===== config.mk =====
export PLATFORM = sky130hd
export DESIGN_NAME = mem_access_store_flat
export DESIGN_NICKNAME = d
export VERILOG_FILES = /design/src/rtl/mem_access_store_if.sv /design/src/rtl/mem_access_store.sv /design/src/flat_wrapper.sv
export SDC_FILE = /design/constraint.sdc
export NUM_CORES = 1
export LEC_CHECK = 0
export ABC_AREA = 1
export BUFFER_PORTS_ARGS = -buffer_cell sky130_fd_sc_hd__buf_2
export CAP_MARGIN = 20
export CORE_MARGIN = 5
export CORE_UTILIZATION = 39
export CTS_BUF_LIST = sky130_fd_sc_hd__clkbuf_2
export CTS_CLUSTER_SIZE = 16
export DETAILED_ROUTE_END_ITERATION = 12
export MAX_ROUTING_LAYER = met4
export PLACE_DENSITY = 0.64
export SLEW_MARGIN = 20
export SYNTH_ARGS = -nofsm -noshare
export SYNTH_HDL_FRONTEND = slang
export SYNTH_SLANG_ARGS = --single-unit

===== constraint.sdc =====
create_clock -name clk_i -period 2.4 [get_ports clk_i]
set_input_delay 0.24 -clock clk_i [delete_from_list [all_inputs] [get_ports clk_i]]
set_output_delay 0.24 -clock clk_i [all_outputs]
set_load 0.03 [all_outputs]

===== src/rtl/mem_access_store_if.sv =====
// Execute-to-memory-stage request bus and 16-bit data-memory port.
// master: the execute side (drives requests, observes the memory port).
// slave:  the mem_access_store stage.
interface mem_access_store_if #(
    parameter int unsigned ADDR_W = 32
);
    // Request from execute
    logic [ADDR_W-1:0] addr_i;
    logic [31:0]       store_data_i;
    logic              store_i;
    logic              load_i;
    logic              half_i;

    // Data-memory port and pipeline control
    logic [ADDR_W-1:0] mem_addr_o;
    logic [15:0]       mem_wdata_o;
    logic              mem_we_o;
    logic              mem_re_o;
    logic              mem_to_reg_o;
    logic              stall_o;
    logic              err_o;

    modport master (
        output addr_i, store_data_i, store_i, load_i, half_i,
        input  mem_addr_o, mem_wdata_o, mem_we_o, mem_re_o,
               mem_to_reg_o, stall_o, err_o
    );

    modport slave (
        input  addr_i, store_data_i, store_i, load_i, half_i,
        output mem_addr_o, mem_wdata_o, mem_we_o, mem_re_o,
               mem_to_reg_o, stall_o, err_o
    );
endinterface


===== src/rtl/mem_access_store.sv =====
// Memory-access stage: splits 32-bit loads/stores into two 16-bit beats
// (low half at addr, high half at addr+HALF_STEP) on the data-memory port.
// The first beat is driven combinationally in the request cycle; the high
// beat comes from registered state in the following cycle.
// Optional feature macro: MEM_ALIGN_CHK_EN (rejects requests with addr_i[0]=1).
module mem_access_store #(
    parameter int unsigned ADDR_W    = 32,
    parameter int unsigned HALF_STEP = 2
) (
    input  logic               clk_i,
    input  logic               rst_i,
    mem_access_store_if.slave  bus
);

    typedef enum logic [1:0] {
        IDLE    = 2'd0,
        WR_HIGH = 2'd1,
        RD_HIGH = 2'd2
    } state_t;

    state_t              state_q;
    logic [15:0]         hi_reg;
    logic [ADDR_W-1:0]   addr_reg;

    logic                idle_c;
    logic                bad_align_c;
    logic                store_go_c;
    logic                load_go_c;
    logic                conflict_c;
    logic [ADDR_W-1:0]   addr_hi_c;

    logic [ADDR_W-1:0]   mem_addr_c;
    logic [15:0]         mem_wdata_c;
    logic                mem_we_c;
    logic                mem_re_c;
    logic                mem_to_reg_c;
    logic                stall_c;
    logic                err_c;

    assign idle_c = (state_q == IDLE);

    // Misaligned-request detection (only when the alignment check is built in)
`ifdef MEM_ALIGN_CHK_EN
    assign bad_align_c = (bus.store_i | bus.load_i) & bus.addr_i[0];
`else
    assign bad_align_c = 1'b0;
`endif

    // Request acceptance: stores win over loads; nothing accepted outside IDLE
    assign store_go_c = idle_c & bus.store_i & ~bad_align_c;
    assign load_go_c  = idle_c & bus.load_i & ~bus.store_i & ~bad_align_c;
    assign conflict_c = idle_c & bus.store_i & bus.load_i;

    // High-half address, wrapping modulo 2^ADDR_W
    assign addr_hi_c = bus.addr_i + ADDR_W'(HALF_STEP);

    // State and high-beat capture
    always_ff @(posedge clk_i) begin
        if (rst_i) begin
            state_q  <= IDLE;
            hi_reg   <= 16'h0000;
            addr_reg <= '0;
        end else begin
            case (state_q)
                IDLE: begin
                    if (store_go_c && !bus.half_i) begin
                        hi_reg   <= bus.store_data_i[31:16];
                        addr_reg <= addr_hi_c;
                        state_q  <= WR_HIGH;
                    end else if (load_go_c && !bus.half_i) begin
                        addr_reg <= addr_hi_c;
                        state_q  <= RD_HIGH;
                    end
                end
                WR_HIGH: state_q <= IDLE;
                RD_HIGH: state_q <= IDLE;
                default: state_q <= IDLE;
            endcase
        end
    end

    // Memory-port and pipeline-control decode; everything held at 0 in reset
    always_comb begin
        mem_addr_c   = '0;
        mem_wdata_c  = 16'h0000;
        mem_we_c     = 1'b0;
        mem_re_c     = 1'b0;
        mem_to_reg_c = 1'b0;
        stall_c      = 1'b0;
        err_c        = 1'b0;
        if (!rst_i) begin
            case (state_q)
                IDLE: begin
                    mem_addr_c = bus.addr_i;
                    err_c      = conflict_c | bad_align_c;
                    if (store_go_c) begin
                        mem_wdata_c = bus.store_data_i[15:0];
                        mem_we_c    = 1'b1;
                        stall_c     = ~bus.half_i;
                    end else if (load_go_c) begin
                        mem_re_c     = 1'b1;
                        mem_to_reg_c = 1'b1;
                        stall_c      = ~bus.half_i;
                    end
                end
                WR_HIGH: begin
                    mem_addr_c  = addr_reg;
                    mem_wdata_c = hi_reg;
                    mem_we_c    = 1'b1;
                end
                RD_HIGH: begin
                    mem_addr_c   = addr_reg;
                    mem_re_c     = 1'b1;
                    mem_to_reg_c = 1'b1;
                end
                default: begin
                    mem_addr_c = bus.addr_i;
                end
            endcase
        end
    end

    assign bus.mem_addr_o   = mem_addr_c;
    assign bus.mem_wdata_o  = mem_wdata_c;
    assign bus.mem_we_o     = mem_we_c;
    assign bus.mem_re_o     = mem_re_c;
    assign bus.mem_to_reg_o = mem_to_reg_c;
    assign bus.stall_o      = stall_c;
    assign bus.err_o        = err_c;

    // Read and write enables are mutually exclusive
    a_we_re_excl: assert property (@(posedge clk_i) !(mem_we_c && mem_re_c));

endmodule


===== src/flat_wrapper.sv =====
// flat-port wrapper written by rule: the top's interface ports become plain ports
module mem_access_store_flat 
#(
    parameter int unsigned ADDR_W    = 32,
    parameter int unsigned HALF_STEP = 2
)
  (clk_i, rst_i, bus_addr_i, bus_store_data_i, bus_store_i, bus_load_i, bus_half_i, bus_mem_addr_o, bus_mem_wdata_o, bus_mem_we_o, bus_mem_re_o, bus_mem_to_reg_o, bus_stall_o, bus_err_o);
  mem_access_store_if #(.ADDR_W(ADDR_W)) bus_i ();
  input  logic clk_i;
  input  logic rst_i;
  input wire logic [$bits(bus_i.addr_i)-1:0] bus_addr_i;
  input wire logic [$bits(bus_i.store_data_i)-1:0] bus_store_data_i;
  input wire logic [$bits(bus_i.store_i)-1:0] bus_store_i;
  input wire logic [$bits(bus_i.load_i)-1:0] bus_load_i;
  input wire logic [$bits(bus_i.half_i)-1:0] bus_half_i;
  output wire logic [$bits(bus_i.mem_addr_o)-1:0] bus_mem_addr_o;
  output wire logic [$bits(bus_i.mem_wdata_o)-1:0] bus_mem_wdata_o;
  output wire logic [$bits(bus_i.mem_we_o)-1:0] bus_mem_we_o;
  output wire logic [$bits(bus_i.mem_re_o)-1:0] bus_mem_re_o;
  output wire logic [$bits(bus_i.mem_to_reg_o)-1:0] bus_mem_to_reg_o;
  output wire logic [$bits(bus_i.stall_o)-1:0] bus_stall_o;
  output wire logic [$bits(bus_i.err_o)-1:0] bus_err_o;
  assign bus_i.addr_i = bus_addr_i;
  assign bus_i.store_data_i = bus_store_data_i;
  assign bus_i.store_i = bus_store_i;
  assign bus_i.load_i = bus_load_i;
  assign bus_i.half_i = bus_half_i;
  assign bus_mem_addr_o = bus_i.mem_addr_o;
  assign bus_mem_wdata_o = bus_i.mem_wdata_o;
  assign bus_mem_we_o = bus_i.mem_we_o;
  assign bus_mem_re_o = bus_i.mem_re_o;
  assign bus_mem_to_reg_o = bus_i.mem_to_reg_o;
  assign bus_stall_o = bus_i.stall_o;
  assign bus_err_o = bus_i.err_o;
  mem_access_store #(.ADDR_W(ADDR_W), .HALF_STEP(HALF_STEP)) u_core (.clk_i(clk_i), .rst_i(rst_i), .bus(bus_i));
endmodule

Yosys cells after proc, flatten, opt, wreduce, memory -nomap -nowiden
Index checks and enable logic that the tools add are counted.
{"block": "word_totals", "regBits": 50, "input_bits": 69, "out_inout_bits": 53}
{"block": "op_classes", "addsub": 1, "n_eq_ne": 2, "n_mux": 22, "bitwise_logic": 7, "reduce_logical": 10}
{"operator": "$mux W32", "count": 4}
{"operator": "$add A32 B2 Y32 const B", "count": 1}
{"operator": "$mux W16", "count": 2}
{"operator": "$pmux W16 S2", "count": 1}
{"operator": "$mux W1", "count": 13}
{"operator": "$and A1 B1 Y1", "count": 4}
{"operator": "$pmux W1 S2", "count": 2}
{"operator": "$reduce_and A2 Y1", "count": 2}
{"operator": "$reduce_or A2 Y1", "count": 2}
{"operator": "$not A1 Y1", "count": 3}
{"operator": "$reduce_or A3 Y1", "count": 1}
{"operator": "$eq A2 B1 Y1 const B", "count": 1}
{"operator": "$eq A2 B2 Y1 const B", "count": 1}
{"operator": "$logic_and A1 B1 Y1", "count": 2}
{"operator": "$logic_not A2 Y1", "count": 1}
{"operator": "$reduce_bool A2 Y1", "count": 1}
{"operator": "$logic_not A1 Y1", "count": 1}

Longest topological paths before layout
Gate-level depths: netlist of the first run.
{"block": "depth", "depth_word": 7, "mapped_depth": 10}

Worst setup path after synthesis of the first run
OpenSTA, ideal clock, no wires.
{"block": "synth_timing", "kind": "reg2out", "from": "register u_core.state_q[0]", "to": "output bus_mem_to_reg_o", "t_arrival_ns": 1.764, "t_required_ns": 2.160, "path_slack_ns": 0.396, "stages_incl_launch_ff": 6, "cell_sequence": "dfxtp_1 > inv_1 > ha_1 > nand3_1 > o21ai_0 > buf_4"}
{"block": "synth_via", "elab_chain_cells": 7, "elab_cells_between_ends": 9, "cone_classes": "eq/ne (1); mux (4); bitwise (3); reduce/logical (1)"}
{"element": "start: declaration", "line": "mem_access_store.sv:21", "rtl": "state_t state_q;"}
{"element": "start signal: assignment", "line": "mem_access_store.sv:60", "rtl": "state_q <= IDLE;"}
{"element": "start signal: assignment", "line": "mem_access_store.sv:69", "rtl": "state_q <= WR_HIGH;"}
{"element": "start signal: assignment", "line": "mem_access_store.sv:72", "rtl": "state_q <= RD_HIGH;"}
{"element": "$logic_not A2 Y1"}
{"element": "$and A1 B1 Y1 (2 in series)", "line": "mem_access_store.sv:51", "rtl": "assign load_go_c = idle_c & bus.load_i & ~bus.store_i & ~bad_align_c;"}
{"element": "$mux W1 (2 in series)"}
{"element": "$pmux W1 S2 (*)"}
{"element": "$mux W1 (*)"}
{"element": "end: declaration", "line": "flat_wrapper.sv:20", "rtl": "output wire logic [$bits(bus_i.mem_to_reg_o)-1:0] bus_mem_to_reg_o;"}
Mark *: on every way between the ends. The rest lies on a longest branch, timed or not.

Worst setup path after layout of the first run
{"block": "layout_timing", "from": "register u_core.state_q[0]", "to": "output bus_mem_wdata_o[8]"}
{"block": "layout_via", "elab_chain_cells": 5, "elab_cells_between_ends": 6, "cone_classes": "eq/ne (1); mux (3); bitwise (1); reduce/logical (1)"}
{"element": "$logic_not A2 Y1", "line": "mem_access_store.sv:40, mem_access_store.sv:92"}
{"element": "$and A1 B1 Y1", "line": "mem_access_store.sv:50", "rtl": "assign store_go_c = idle_c & bus.store_i & ~bad_align_c;"}
{"element": "$mux W16", "line": "mem_access_store.sv:96", "rtl": "if (store_go_c) begin"}
{"element": "$pmux W16 S2 (*)", "line": "mem_access_store.sv:92", "rtl": "case (state_q)"}
{"element": "$mux W16 (*)", "line": "mem_access_store.sv:91", "rtl": "if (!rst_i) begin"}
{"element": "end: declaration", "line": "flat_wrapper.sv:17", "rtl": "output wire logic [$bits(bus_i.mem_wdata_o)-1:0] bus_mem_wdata_o;"}
Marked as above.

==> results of run 1 <==
-- metal layers --
metal | vias to the layer above | routed length (µm) | track usage
met3 | 0 | 549 | 0.0376
met4 | 0 | 0 | 0.0365
li1 | 2120 | - | -
met5 | - | 0 | -
met1 | 1825 | 5020 | 0.245
met2 | 100 | 5300 | 0.337
-- power breakdown --
group	switching [µW]	leakage, µW	internal, µW
sequential	32.5	0.000412	916
combinational	554	0.00176	274
clock	308	0.0000355	86.9
-- metrics by stage --
stage	cells	power [µW]	utilization	hold WS, ns	instance area, µm²
3_5_place_dp	805	1750	0.476	0.455	4160
5_1_grt	830	2320	0.507	0.0632	4420
2_1_floorplan	597	1510	-	0.375	3500
6_report	830	2170	0.507	0.0806	4420
3_3_place_gp	805	1740	0.476	0.437	4160
4_1_cts	830	2190	0.504	0.0464	4400
-- worst min-delay path by stage --
| stage | endpoint | slack (ns) | depth (start not counted) | startpoint |
|---|---|---|---|---|
| floorplan | u_core.hi_reg[15] | 0.37 | 2 | bus_store_data_i[31] |
| global placement | u_core.addr_reg[5] | 0.44 | 2 | u_core.addr_reg[5] |
| detailed placement | u_core.addr_reg[4] | 0.45 | 2 | u_core.addr_reg[4] |
| CTS | u_core.addr_reg[31] | 0.05 | 5 | bus_addr_i[31] |
| global route | u_core.addr_reg[31] | 0.06 | 5 | bus_addr_i[31] |
| finish | u_core.addr_reg[31] | 0.08 | 5 | bus_addr_i[31] |
-- synthesized netlist by cell type (all sizes together) --
cell    instances
buf            15
nor2          113
nand3          29
and2            1
clkinv          1
ha              5
o21ai          65
dfxtp          50
inv            73
clkbuf         14
o21bai          1
nand2         150
a21oi          68
a211oi          1
xor2            8
xnor2           2
nor3b           1
-- cells by family after synthesis --
family / share of synthesized area
buffers and inverters: 0.121
adder cells (fa/ha/maj): 0.0179
XOR/XNOR: 0.0250
AO/OA/AOI/OAI: 0.196
AND/OR/NAND/NOR: 0.355
flip-flops: 0.286
-- worst reg2reg max path, stage by stage, from the launching register on --
cell and delay [ns]:
dfxtp_2 0.40, inv_2 0.09, ha_2 0.19, nand2_2 0.09, nor2_4 0.14, inv_1 0.10
nor2_4 0.27, inv_1 0.32, nor2_1 0.21, nor2_1 0.06
-- final cells by class --
type	count	area, µm²
clock buffers	5	25.0
clock inverters	3	28.8
fillers	932	4300
inverters	74	279
multi-input cells	444	2090
flip-flops and latches	50	1000
well taps	108	135
repair buffers	146	857
-- what timing repair did --
| item | CTS | global route |
|---|---|---|
| setup buffers | 0 | 0 |
| gates resized for setup | 5 | 12 |
| hold buffers | 17 | 0 |
| hold endpoints to repair | 17 | 0 |
| endpoints found under the setup margin | 30 | 30 |
==> flow_summary.json, run 1 <==
{
  "status": "finished clean",
  "critical-path-top-delay-family": "buffers and inverters",
  "finalCritPeriodShare": 0.917,
  "ys_ff_latch": 50,
  "gp_congestion": 0.877,
  "cp.required_ns": 2.16,
  "grt_usage": 0.197,
  "yosysTopAreaCell": "dfxtp_1",
  "startpoint": "u_core.state_q[0]",
  "fmax_mhz": 454,
  "clk_pin_slew_ns": 0.29,
  "setup_viol": 0,
  "slew_headroom": 0.673,
  "initial_utilization": 0.401,
  "r2r-end": "u_core.hi_reg[9]",
  "syn2layout_area_growth_pct": 26.4,
  "drtAntennaViolNets": 0,
  "cellPowerDensity_mw_per_mm2": 491,
  "syn-mean-instance-area_um2": 5.86,
  "reg2reg_slack_ns": 0.47,
  "synth_cell_type_count": 25,
  "wl_um": 10900,
  "die_area_mm2": 0.0110,
  "cp_slowest_stage_delay_ns": 0.40,
  "wire_per_inst_um": 13.1,
  "finalClockSkew_ns": 0.0157,
  "crit_fanout": 17,
  "die_h_um": 105,
  "cp.buffers_inverters": 4,
  "cts.sinks": 50,
  "first_pass_iters": 4,
  "arrival_ns": 1.96,
  "rows": 34,
  "clock_path_buffers": 2,
  "yosys-top-cells-area": "dfxtp_1 (29%), nand2_1 (16%), nor2_1 (11%), a21oi_1 (9.7%), o21ai_0 (9.2%)",
  "reg2regPathDepth": 9,
  "p_leak_uw": 0.00221,
  "ys_seq_area_frac": 0.286,
  "layout.nets": 795,
  "slowest_stage": "dfxtp_2",
  "drive_above_1_share": 0.227,
  "rsz0062_at_grt": "false",
  "tns_ns": 0,
  "path_class": "flop to output port",
  "final.setup.worst_slack_ns": 0.199,
  "cts.root.buffer_cell": "clkbuf_2",
  "syn_inst": 597,
  "crit_cells": 8,
  "drt_iter0_markers": 165,
  "cts-htree-levels": 2,
  "final_common_cell": "nand2_1",
  "endpoint": "bus_mem_wdata_o[8]",
  "pre_cts_slack_ns": 0.470,
  "grt_first_pass_wirelength_um": 18000,
  "worst_pin_slew_ns": 0.490,
  "synth_area_mm2": 0.00350,
  "synth_top_area_share": 0.286,
  "fp.coreArea_mm2": 0.00872,
  "grt_max_degree": 50,
  "yosysWarnings": 0,
  "cts_tree": "done",
  "final_cell_mix": "nand2_1 (146), buf_2 (119), nor2_1 (99)",
  "drc": 0,
  "num_antenna_cells": 0,
  "ir_worst_vdd_uv": 210,
  "cp-start-kind": "flop",
  "gr-total-overflow": 0,
  "grt_antenna_before_repair": 0,
  "largest_reg_flops": 32,
  "post_drt_via_cell_ratio": 4.87,
  "numPortBuffers": 121,
  "hold_viol": 0,
  "worst_skew_pair.late_latency_ns": 0.45,
  "maxCapViolations": 0,
  "vias": 4045,
  "hold_path_class": "input port to flop",
  "io_pins": 122,
  "hpwl_um": 7990,
  "slew_viol_final": 0,
  "syn_nets": 671,
  "crit_chain": "inv_2 > ha_4 > inv_1 > nor2_2 > buf_6 > nand2_1 > a21oi_1 > buf_2",
  "critPathCaptureType": "output port",
  "fin_crit_ns": 2.20,
  "timing.rr.start": "u_core.state_q[0]",
  "chipWidth_um": 105,
  "cts_buffers": 5,
  "grt_pass1_vias": 3866
}
Note: power is estimated with default switching activity, not from simulation.
==> inputs of run 2 (changes only) <==
- REMOVE_ABC_BUFFERS: default -> 1
==> run 2 against run 1 <==
  * Clock power is 2% lower
  * Count of clock-buffer cells in the layout is the same
  * Sequential share of layout area decreased by 0.14 points
  * Combinational power rose by 1%
  * First-iteration DRC count rose by 19%
  * Largest cell class unchanged
  * Core utilization rose by 0.32 points
  * Sequential cell count did not move
  * Die area unchanged
  * Worst setup slack got worse by 0.053 ns
==> flow_summary.json, run 2 (synthesis results as in run 1) <==
{
  "wl_um": 10500,
  "final.setup.worst_slack_ns": 0.146,
  "status": "finished clean",
  "p_switching_uw": 892,
  "cts_tree": "done",
  "finalCritPeriodShare": 0.939,
  "fillers": 904,
  "p_leak_uw": 0.00223,
  "crit_chain": "inv_2 > ha_2 > nand2_2 > nor2_4 > clkbuf_4 > nand2_1 > a21oi_1 > buf_2",
  "worst_skew_pair.late_latency_ns": 0.47,
  "hold_viol": 0,
  "cellPowerDensity_mw_per_mm2": 488,
  "fp.coreArea_mm2": 0.00872,
  "gr-total-overflow": 0,
  "slew_viol_final": 0,
  "chipWidth_um": 105,
  "cp.buffers_inverters": 3,
  "cts.root.buffer_cell": "clkbuf_2",
  "cp_slowest_stage_delay_ns": 0.40,
  "critical-path-top-delay-family": "buffers and inverters",
  "layout.nets": 799,
  "fin_total_pwr_uw": 2170,
  "pre_cts_slack_ns": 0.565,
  "ir_worst_vdd_uv": 266,
  "syn2layout_area_growth_pct": 27.2,
  "io_pins": 122,
  "grt_usage": 0.189,
  "first_pass_iters": 4,
  "grt_pass1_vias": 3694,
  "grt_max_degree": 42,
  "wire_per_inst_um": 12.6,
  "rsz0062_at_grt": "false",
  "gp_congestion": 0.877,
  "grt_antenna_before_repair": 0,
  "final_cell_area_mm2": 0.00445,
  "clk_pin_slew_ns": 0.27,
  "startpoint": "u_core.state_q[0]",
  "setup_viol": 0,
  "worst_pin_slew_ns": 0.475,
  "timing.rr.start": "u_core.state_q[0]",
  "rows": 34,
  "arrival_ns": 2.01,
  "drc": 0,
  "cts_buffers": 5,
  "power_frac_comb": 0.386,
  "drtAntennaViolNets": 0,
  "seq_power_share": 0.436,
  "cp.required_ns": 2.16,
  "path_class": "flop to output port",
  "place_area_mm2": 0.00417,
  "vias": 4004,
  "die_h_um": 105,
  "post_drt_via_cell_ratio": 4.80,
  "cts.sinks": 50,
  "fmax_mhz": 444,
  "hp-start": "bus_addr_i[31]",
  "fin_crit_ns": 2.25,
  "finalClockSkew_ns": 0.0254,
  "drive_above_1_share": 0.231,
  "cp-start-kind": "flop",
  "pwr-share-clk": 0.178,
  "num_antenna_cells": 0,
  "cts-htree-levels": 2,
  "largest_reg_flops": 32,
  "slowest_stage": "dfxtp_2",
  "hold_path_class": "input port to flop",
  "final_cell_mix": "nand2_1 (146), buf_2 (117), nor2_1 (99)",
  "maxCapViolations": 0,
  "hpwl_um": 7750,
  "swShare": 0.411,
  "initial_utilization": 0.401,
  "slew_headroom": 0.683,
  "tns_ns": 0,
  "drt_iter0_markers": 197,
  "crit_fanout": 8,
  "final_common_cell": "nand2_1",
  "grt_first_pass_wirelength_um": 17400,
  "die_area_mm2": 0.0110,
  "critPathCaptureType": "output port",
  "p_int_uw": 1280,
  "numPortBuffers": 121,
  "clock_path_buffers": 2
}
run 2: tightest hold or removal path: stages:
cell	delay, ns
buf_2	0.10
nand2_1	0.05
nand3_1	0.06
nand2_1	0.04
inv_1	0.04
run 2: power by group through the flow:
stage / Sequential (µW) / Combinational (µW) / Clock (µW)
2_1_floorplan: 954 / 516 / 0
3_3_place_gp: 959 / 783 / 0
3_5_place_dp: 960 / 793 / 0
4_1_cts: 945 / 817 / 406
5_1_grt: 956 / 932 / 448
6_report: 946 / 839 / 387
run 2: final cells by class:
class / instances / area [µm²] / area share
timing repair buffer: 150 / 883 / 0.199
clock buffer: 5 / 25.0 / 0.00562
multi-input combinational: 444 / 2100 / 0.472
sequential: 50 / 1000 / 0.226
inverter: 74 / 278 / 0.0624
tap: 108 / 135 / 0.0304
clock inverter: 3 / 26.3 / 0.00591
run 2: path summary, 6_finish.rpt:
check / slack [ns] / depth (start not counted) / endpoint
worst max register to register: 0.61 / 10 / u_core.addr_reg[29]
worst min-delay path: 0.09 / 5 / u_core.addr_reg[31]
worst min register to register: 0.47 / 2 / u_core.addr_reg[4]
worst max-delay path: 0.15 / 8 / bus_mem_wdata_o[14]
run 2: layer usage:
metal  vias to the layer above  part of all wire  GRT usage
li1                       2122                 -          -
met1                      1750              0.45      0.242
met2                       124              0.48      0.316
met3                         8             0.069     0.0358
met4                         0            0.0083     0.0320
met5                         -                 0          -
run 2: per-stage QoR:
stage / util / hold slack (ns) / cells
finish: 0.510 / 0.0883 / 834
detailed placement: 0.478 / 0.447 / 807
floorplan: - / 0.309 / 568
global route: 0.510 / 0.0720 / 834
CTS: 0.502 / 0.00541 / 831
global placement: 0.478 / 0.441 / 807
run 2: repair_timing:
action,in CTS,in global routing
endpoints found under the hold margin,16,1
hold buffers,16,1
buffers inserted,0,1
resized for setup,0,19
setup endpoints to repair,0,32
